`config.mk`:
```
export PLATFORM = sky130hd
export DESIGN_NAME = stage2_feeder
export DESIGN_NICKNAME = d
export VERILOG_FILES = /design/src/rtl/stage2_pkg.sv /design/src/rtl/stage2_fifo.sv /design/src/rtl/stage2_feeder.sv
export SDC_FILE = /design/constraint.sdc
export NUM_CORES = 1
export LEC_CHECK = 0
export BUFFER_PORTS_ARGS = -buffer_cell sky130_fd_sc_hd__clkbuf_2
export CAP_MARGIN = 20
export CELL_PAD_IN_SITES_DETAIL_PLACEMENT = 1
export CELL_PAD_IN_SITES_GLOBAL_PLACEMENT = 1
export CORE_ASPECT_RATIO = 0.9
export CORE_MARGIN = 2
export CORE_UTILIZATION = 47
export DETAILED_ROUTE_END_ITERATION = 8
export PLACE_DENSITY = 0.76
export SYNTH_ARGS = -nofsm -noshare
export SYNTH_HDL_FRONTEND = slang
export SYNTH_SLANG_ARGS = --single-unit
export TNS_END_PERCENT = 100
```
`constraint.sdc`:
```
create_clock -name CLK_i -period 11.2 [get_ports CLK_i]
set_input_delay 1.12 -clock CLK_i [delete_from_list [all_inputs] [get_ports CLK_i]]
set_output_delay 1.12 -clock CLK_i [all_outputs]
set_load 0.01 [all_outputs]
```
`src/rtl/stage2_pkg.sv`:
```
// stage2_pkg: shared lane/beat types and constants for the stage-2 feeder.
package stage2_pkg;
  localparam int WIDTH = 16;
  localparam int PAR = 2;
  localparam int STAGE_W = 3;
  typedef logic [PAR-1:0][WIDTH-1:0] lane_vec_t;
  typedef enum logic [1:0] {IDLE, RUN, FLUSH, DONE} feeder_state_e;
  typedef struct packed {
    lane_vec_t operand;
    lane_vec_t scale;
    lane_vec_t pos;
  } beat_t;
endpackage

```
`src/rtl/stage2_fifo.sv`:
```
// stage2_fifo: synchronous beat FIFO, async reset, head reads 0 when empty.
module stage2_fifo
  import stage2_pkg::*;
#(
  parameter int DEPTH = 4
) (
  input  logic                   CLK_i,
  input  logic                   RST_i,
  input  logic                   push,
  input  logic                   pop,
  input  beat_t                  din,
  output logic                   full,
  output logic                   empty,
  output beat_t                  head,
  output logic [$clog2(DEPTH):0] count
);
  localparam int AW = $clog2(DEPTH);
  beat_t mem_q [DEPTH];
  logic [AW-1:0] wr_q, wr_d, rd_q, rd_d;
  logic [AW:0] cnt_q, cnt_d;
  logic do_push, do_pop;
  assign full = cnt_q == (AW+1)'(DEPTH);
  assign empty = cnt_q == '0;
  assign head = empty ? '0 : mem_q[rd_q];
  assign count = cnt_q;
  always_comb begin
    do_push = push & !full;
    do_pop = pop & !empty;
    wr_d = wr_q + AW'(do_push);
    rd_d = rd_q + AW'(do_pop);
    cnt_d = cnt_q + (AW+1)'(do_push) - (AW+1)'(do_pop);
  end
  always_ff @(posedge CLK_i or posedge RST_i) begin
    if (RST_i) begin
      wr_q <= '0;
      rd_q <= '0;
      cnt_q <= '0;
    end else begin
      wr_q <= wr_d;
      rd_q <= rd_d;
      cnt_q <= cnt_d;
    end
  end
  always_ff @(posedge CLK_i) begin
    if (do_push) mem_q[wr_q] <= din;
  end
endmodule

```
`src/rtl/stage2_feeder.sv`:
```
// stage2_feeder: buffers beats for the stage-2 pipe, gates its stall and captures results.
// Optional STAGE2_FEEDER_PERF_EN adds saturating stall/beat counters.
module stage2_feeder
  import stage2_pkg::*;
#(
  parameter int DEPTH = 4
) (
  input  logic                   CLK_i,
  input  logic                   RST_i,
  input  logic                   start_i,
  output logic                   busy_o,
  output logic                   done_o,
  input  logic                   in_valid_i,
  output logic                   in_ready_o,
  input  logic [PAR*WIDTH-1:0]   in_operand_i,
  input  logic [PAR*WIDTH-1:0]   in_scale_i,
  input  logic [PAR*WIDTH-1:0]   in_pos_i,
  output logic                   stall_o,
  output logic [PAR*WIDTH-1:0]   operand_o,
  output logic [PAR*WIDTH-1:0]   scale_o,
  output logic [PAR*WIDTH-1:0]   pos_o,
  input  logic [STAGE_W-1:0]     stage_i,
  input  logic                   finished_i,
  input  logic [PAR*WIDTH-1:0]   op1_i,
  input  logic [PAR*WIDTH-1:0]   op2_i,
  output logic                   res_valid_o,
  input  logic                   res_ready_i,
  output logic [PAR*WIDTH-1:0]   res_op1_o,
  output logic [PAR*WIDTH-1:0]   res_op2_o,
  output logic [STAGE_W-1:0]     res_stage_o,
  output logic [7:0]             dropped_o
`ifdef STAGE2_FEEDER_PERF_EN
  ,
  output logic [15:0]            stall_cnt_o,
  output logic [15:0]            beat_cnt_o
`endif
);
  feeder_state_e state_q, state_d;
  logic res_valid_q, res_valid_d;
  logic [PAR*WIDTH-1:0] res_op1_q, res_op1_d, res_op2_q, res_op2_d;
  logic [STAGE_W-1:0] res_stage_q, res_stage_d;
  logic [7:0] dropped_q, dropped_d;
  logic run, flush, go, advance, fifo_push, fifo_pop, fifo_full, fifo_empty;
  logic [$clog2(DEPTH):0] fifo_cnt;
  beat_t fifo_head;
  assign run = state_q == RUN;
  assign flush = state_q == FLUSH;
  assign go = state_q == IDLE && start_i;
  // The pipe is combinational on the head, so a step is only taken when its result has a home.
  assign advance = run & !fifo_empty & !(res_valid_q & !res_ready_i) & !finished_i;
  assign fifo_push = in_valid_i & in_ready_o;
  assign fifo_pop = advance | (flush & !fifo_empty);
  stage2_fifo #(.DEPTH(DEPTH)) u_fifo (
    .CLK_i(CLK_i),
    .RST_i(RST_i),
    .push(fifo_push),
    .pop(fifo_pop),
    .din({in_operand_i, in_scale_i, in_pos_i}),
    .full(fifo_full),
    .empty(fifo_empty),
    .head(fifo_head),
    .count(fifo_cnt)
  );
  always_comb begin
    state_d = go ? RUN
            : (run && finished_i) ? FLUSH
            : (flush && fifo_cnt == '0 && !res_valid_q) ? DONE
            : (state_q == DONE) ? IDLE
            : state_q;
    dropped_d = go ? '0 : (flush && !fifo_empty && dropped_q != 8'hFF) ? dropped_q + 8'd1 : dropped_q;
    res_valid_d = advance | (res_valid_q & !res_ready_i);
    res_op1_d = advance ? op1_i : res_op1_q;
    res_op2_d = advance ? op2_i : res_op2_q;
    res_stage_d = advance ? stage_i : res_stage_q;
  end
  always_ff @(posedge CLK_i or posedge RST_i) begin
    if (RST_i) begin
      state_q <= IDLE;
      res_valid_q <= 1'b0;
      res_op1_q <= '0;
      res_op2_q <= '0;
      res_stage_q <= '0;
      dropped_q <= '0;
    end else begin
      state_q <= state_d;
      res_valid_q <= res_valid_d;
      res_op1_q <= res_op1_d;
      res_op2_q <= res_op2_d;
      res_stage_q <= res_stage_d;
      dropped_q <= dropped_d;
    end
  end
  assign busy_o = run | flush;
  assign done_o = state_q == DONE;
  assign in_ready_o = !fifo_full & run;
  assign stall_o = !advance;
  assign operand_o = fifo_head.operand;
  assign scale_o = fifo_head.scale;
  assign pos_o = fifo_head.pos;
  assign res_valid_o = res_valid_q;
  assign res_op1_o = res_op1_q;
  assign res_op2_o = res_op2_q;
  assign res_stage_o = res_stage_q;
  assign dropped_o = dropped_q;
`ifdef STAGE2_FEEDER_PERF_EN
  logic [15:0] stall_cnt_q, stall_cnt_d, beat_cnt_q, beat_cnt_d;
  always_comb begin
    stall_cnt_d = go ? '0 : (run && !advance && stall_cnt_q != 16'hFFFF) ? stall_cnt_q + 16'd1 : stall_cnt_q;
    beat_cnt_d = go ? '0 : (advance && beat_cnt_q != 16'hFFFF) ? beat_cnt_q + 16'd1 : beat_cnt_q;
  end
  always_ff @(posedge CLK_i or posedge RST_i) begin
    if (RST_i) begin
      stall_cnt_q <= '0;
      beat_cnt_q <= '0;
    end else begin
      stall_cnt_q <= stall_cnt_d;
      beat_cnt_q <= beat_cnt_d;
    end
  end
  assign stall_cnt_o = stall_cnt_q;
  assign beat_cnt_o = beat_cnt_q;
`endif
endmodule

```
==> results of run 1 <==
[kinds of logic (layout without fill, tap and decap cells)]
| logic type | Yosys count | count (layout) | synth area share (%) |
|---|---|---|---|
| multiplexers | 165 | 165 | 16.4 |
| other | 0 | 2 | 0 |
| buffers and inverters | 52 | 452 | 1.61 |
| flip-flops | 469 | 469 | 76.0 |
| AO/OA/AOI/OAI | 14 | 14 | 0.522 |
| XOR/XNOR | 7 | 7 | 0.341 |
| adder cells (fa/ha/maj) | 10 | 10 | 0.738 |
| AND/OR/NAND/NOR | 127 | 127 | 4.38 |
[worst max-delay path: stages (launching register included)]
cell and delay (ns):
dfrtp_4 0.82, buf_4 0.67, buf_4 0.73, mux4_2 0.59
and2_1 0.17, clkbuf_2 0.15
[flip-flops by register name (all words and copies together) (netlist names)]
register and cells:
u_fifo.mem_q 384, res_op1_o 32, res_op2_o 32, dropped_o 8
res_stage_o 3, u_fifo.count 3, state_q 2, u_fifo.rd_q 2
u_fifo.wr_q 2, res_valid_o 1
[metrics by stage]
step	power, mW	area, um2	hold slack (ns)	util, %	cells
floorplan	3.57	18000	0.477	-	844
global placement	4.23	20200	0.474	53.8	1643
detailed placement	4.28	20200	0.481	53.8	1643
CTS	5.83	21700	0.459	57.8	1727
global route	6.04	21700	0.482	57.8	1729
finish	5.75	21700	0.478	57.8	1729
[power by group through the flow]
stage | combinational, mW | sequential [mW] | clock (mW)
3_3_place_gp | 1.84 | 2.39 | 0
2_1_floorplan | 1.16 | 2.41 | 0
6_report | 1.84 | 2.38 | 1.53
5_1_grt | 1.99 | 2.41 | 1.63
3_5_place_dp | 1.87 | 2.41 | 0
4_1_cts | 1.88 | 2.38 | 1.57
[placed cells by master, fill, tap and decap left out, drive strengths merged, types with 9 or more instances in the layout]
master / instances
buf: 13
mux4: 96
mux2: 68
clkbuf: 402
edfxtp: 384
inv: 12
dfrtp: 85
ha: 9
and2: 97
clkinv: 20
[path summary, 6_finish.rpt]
path / startpoint / end / slack, ns / cells past startpoint
setup / recovery: u_fifo.rd_q[0] / scale_o[19] / 6.30 / 5
hold / removal: RST_i / res_op1_o[15] / 0.48 / 2
setup reg to reg: u_fifo.count[1] / u_fifo.count[2] / 7.40 / 10
hold reg to reg: res_op2_o[18] / res_op2_o[18] / 0.50 / 1
max in group asynchronous: RST_i / u_fifo.rd_q[1] / 9.43 / 3
min in group CLK_i: res_op2_o[18] / res_op2_o[18] / 0.50 / 1
[area by class of cell]
class	instances	area (um2)
sequential	469	13700
multi-input combinational	323	4040
clock buffer	58	1230
timing repair buffer	357	1820
antenna	2	5.00
tap	483	604
fill	3368	15800
clock inverter	26	262
inverter	11	42.5
[layer usage]
layer / GRT usage, % / up-vias / routed length, um
met3: 5.37 / 66 / 2610
met1: 27.0 / 4794 / 16700
met4: 6.33 / 8 / 874
li1: - / 4066 / -
met5: 0 / - / 49
met2: 33.3 / 275 / 20000
==> flow_metrics.env, run 1 <==
export IMPL_htree_levels=2
export IMPL_relSlewSlack_pct=31.9
export IMPL_setup_viol_count_final=0
export IMPL_worst_path_max_fanout=36
export IMPL_worstSetupPathType="reg2out"
export IMPL_synthTopCellsByArea="edfxtp_1 (64%), mux4_2 (12%), dfrtp_1 (12%)"
export IMPL_grt_max_degree=99
export IMPL_syn_avg_cell_area_um2=21.3
export IMPL_synthTopCellsByCount="edfxtp_1 (384), and2_1 (96), mux4_2 (96), dfrtp_1 (85), mux2_2 (61)"
export IMPL_grt_usage_pct=20.4
export IMPL_maxSlewViolCount=0
export IMPL_p_sw_mw=1.77
export IMPL_async_flop_share_pct=18.1
export IMPL_rsz0062_at_grt="false"
export IMPL_ctsResizeCount=0
export IMPL_p_leak_nw=8.13
export IMPL_post_route_drc_count=0
export IMPL_yosys_register_bits=469
export IMPL_ioPinCount=345
export IMPL_worstSkewPairLatency_ns=0.56
export IMPL_status="complete, no violations"
export IMPL_clock_power_share_pct=26.6
export IMPL_finalNetCount=1388
export IMPL_syn_to_final_growth_pct=20.6
export IMPL_synthCells=844
export IMPL_post_cts_buffers=0
export IMPL_ctsHoldBuffers=0
export IMPL_hold_viol=0
export IMPL_power_density_nw_per_um2=265
export IMPL_tightestPinTransition_ns=1.02
export IMPL_clkTransAtPathRegs_ns=0.06
export IMPL_start_util_pct=47.9
export IMPL_fp_coreArea_um2=37500
export IMPL_ys_flop_type="edfxtp_1"
export IMPL_yosysWarnings=0
export IMPL_post_drt_wl_per_cell_um=23.3
export IMPL_dp_slack_ns=6.75
export IMPL_crit_arrival_ns=3.78
export IMPL_vias_per_cell=5.33
export IMPL_synth_top_cell_area_share_pct=64.2
export IMPL_syn_nets=1023
export IMPL_max_freq_mhz=204
export IMPL_drive_gt1_share_pct=47.3
export IMPL_cts_sinks=469
export IMPL_dr_first_iter_drc_count=551
export IMPL_p_int_mw=3.98
export IMPL_fin_crit_sh_pct=43.7
export IMPL_synth_edf_count=384
export IMPL_ant_nets=0
export IMPL_hpwl_mm=25.5
export IMPL_io_buffers=344
export IMPL_min_path_type="in2async"
export IMPL_via_count=9209
export IMPL_finClkSkew_ns=0.0110
export IMPL_die_w_um=210
export IMPL_setup_tns_final_ns=0
export IMPL_drt_wl_total_mm=40.3
export IMPL_critPathLaunchType="flop"
export IMPL_grt_pass1_vias=10100
export IMPL_syn_area_um2=18000
export IMPL_gp_congestion=0.751
export IMPL_antenna_found_initial=6
export IMPL_drt_pre_antenna_iters=5
export IMPL_cap_violations=0
export IMPL_p_sw_share_pct=30.8
export IMPL_cts_tree="done"
export IMPL_p_comb_share_pct=32.0
export IMPL_grt_pass1_wl_mm=61.0
export IMPL_ctsLongestPathBuffers=3
export IMPL_ir_worst_vdd_mv=0.164
export IMPL_synth_distinct_cells=39
export IMPL_yosysSeqAreaShare_pct=76.0
export IMPL_yosysMostFrequentCell="edfxtp_1"
export IMPL_critPathCaptureType="primary output"
export IMPL_fp_dieH_um=189
export IMPL_setup_ws_ns=6.30
export IMPL_dieArea_um2=39800
export IMPL_synth_top_area_cell="edfxtp_1"
export IMPL_cts_root_buf="clkbuf_16"
export IMPL_cts_buffers=47
export IMPL_fin_crit_ns=4.90
export IMPL_num_rows=67
export IMPL_seqPwrFrac_pct=41.3
export IMPL_cp_required_ns=10.08
export IMPL_overflow=0
Power figures use the tool's default switching activity.
==> inputs of run 2 (changes only) <==
- clock period: 11.2 -> 5.09 ns (I/O delays scaled with it)
==> flow_metrics.env, run 2 (synthesized netlist as in run 1, its figures left out) <==
export IMPL_status="complete, no violations"
export IMPL_drt_pre_antenna_iters=4
export IMPL_critPathLaunchType="flop"
export IMPL_whs_ns=0.159
export IMPL_num_rows=67
export IMPL_cts_root_buf="clkbuf_16"
export IMPL_tightestPinTransition_ns=1.10
export IMPL_finalNetCount=1391
export IMPL_critPathCaptureType="primary output"
export IMPL_ctsHoldBuffers=1
export IMPL_dieArea_um2=39800
export IMPL_top_register="u_fifo.mem_q"
export IMPL_start_util_pct=47.9
export IMPL_power_density_nw_per_um2=578
export IMPL_overflow=0
export IMPL_grt_pass1_vias=10200
export IMPL_fin_crit_sh_pct=67.9
export IMPL_finClkSkew_ns=0.0115
export IMPL_rsz0062_at_grt="false"
export IMPL_hp_start="op2_i[18]"
export IMPL_hold_viol=0
export IMPL_drive_gt1_share_pct=46.9
export IMPL_worstSetupPathType="reg2out"
export IMPL_final_common_cell="edfxtp_1"
export IMPL_post_drt_wl_per_cell_um=23.6
export IMPL_max_freq_mhz=289
export IMPL_r2r_slack_ns=2.16
export IMPL_r2r_end="u_fifo.mem_q[3][64]"
export IMPL_clkTransAtPathRegs_ns=0.06
export IMPL_post_route_drc_count=0
export IMPL_io_buffers=344
export IMPL_cts_tree="done"
export IMPL_crit_arrival_ns=2.95
export IMPL_gp_congestion=0.766
export IMPL_largest_register_ffs=384
export IMPL_ioPinCount=345
export IMPL_relSlewSlack_pct=26.5
export IMPL_maxSlewViolCount=0
export IMPL_syn_to_final_growth_pct=20.4
export IMPL_htree_levels=2
export IMPL_worstSkewPairLatency_ns=0.56
export IMPL_drt_wl_total_mm=40.9
export IMPL_setup_tns_final_ns=0
export IMPL_dr_first_iter_drc_count=518
export IMPL_grt_pass1_wl_mm=62.3
export IMPL_grt_usage_pct=20.9
export IMPL_fin_crit_ns=3.46
export IMPL_cap_violations=0
export IMPL_ctsLongestPathBuffers=3
export IMPL_cts_sinks=469
export IMPL_via_count=9171
export IMPL_hold_end="res_op2_o[18]"
export IMPL_die_w_um=210
export IMPL_vias_per_cell=5.29
export IMPL_reg2reg_depth=7
export IMPL_antenna_found_initial=4
export IMPL_cts_buffers=47
export IMPL_fp_coreArea_um2=37500
export IMPL_ir_worst_vdd_mv=0.416
export IMPL_worstHoldPathCells=2
export IMPL_grt_max_degree=98
export IMPL_min_path_type="in2reg"
export IMPL_fp_dieH_um=189
export IMPL_multi_input_area_um2=4050
export IMPL_ctsResizeCount=0
export IMPL_cp_required_ns=4.58
export IMPL_reg2reg_from="state_q[1]"
export IMPL_worst_path_max_fanout=38
export IMPL_setup_viol_count_final=0
export IMPL_fillCellCount=3386
export IMPL_p_leak_nw=8.11
export IMPL_post_cts_buffers=0
export IMPL_register_area_um2=13700
export IMPL_ant_nets=0
export IMPL_hpwl_mm=25.9
export IMPL_mostFrequentLayoutCells="edfxtp_1 (384), clkbuf_2 (344), mux4_2 (96), and2_1 (96), dfrtp_1 (83)"
[run 2: changes by cell type in the layout (fill, tap and decap cells not counted), sizes merged]
cell	before	now
inv	12	10
clkbuf	402	406
buf	13	15
dlygate4sd3	0	1
bufinv	5	1
diode	2	3
clkinv	20	22
[run 2: critical path, cell delays in order (launching register included)]
cell	delay [ns]
dfrtp_4	0.97
buf_4	0.50
mux4_2	0.54
and2_1	0.20
clkbuf_2	0.14
[run 2: layer usage]
metal | global-route usage, % | part of all wire (%) | up-vias
met2 | 34.2 | 50 | 238
li1 | - | - | 4074
met4 | 6.98 | 2.4 | 0
met3 | 4.86 | 6.1 | 60
met1 | 27.9 | 41 | 4799
met5 | 0 | 0 | -
[run 2: per-stage QoR]
stage	util, %	instance area, um2	instances	power, mW	setup slack [ns]
detailed placement	54.0	20200	1645	9.46	2.12
global route	57.7	21600	1733	13.1	1.38
global placement	54.0	20200	1645	9.35	2.15
CTS	57.7	21600	1730	12.7	1.52
finish	57.7	21600	1733	12.5	1.63
floorplan	-	18000	844	7.84	0.900
[run 2: power by group]
group / total [mW] / leakage, nW / internal, mW / switching (mW)
clock: 3.20 / 0.685 / 1.80 / 1.40
sequential: 5.32 / 4.49 / 4.83 / 0.484
combinational: 3.99 / 2.94 / 1.98 / 2.01
total: 12.5 / 8.11 / 8.61 / 3.90
[run 2: worst max-delay path by stage]
stage               cells past startpoint           start                   to  slack, ns
finish                                  4  u_fifo.rd_q[0]          scale_o[18]       1.63
global placement                        4  u_fifo.rd_q[0]          scale_o[18]       2.15
floorplan                               7      state_q[1]   u_fifo.mem_q[2][0]       0.90
global route                            4  u_fifo.rd_q[0]            pos_o[30]       1.38
detailed placement                      7      state_q[1]  u_fifo.mem_q[3][64]       2.12
CTS                                     4  u_fifo.rd_q[0]          scale_o[18]       1.52
[run 2: final cells by class]
type / instances / share of cell area [%]
Clock buffer: 62 / 5.89
Antenna cell: 3 / 0.0347
Sequential cell: 469 / 63.2
Timing Repair Buffer: 360 / 8.64
Clock inverter: 22 / 0.549
Inverter: 11 / 0.197
Multi-Input combinational cell: 323 / 18.7
Tap cell: 483 / 2.79
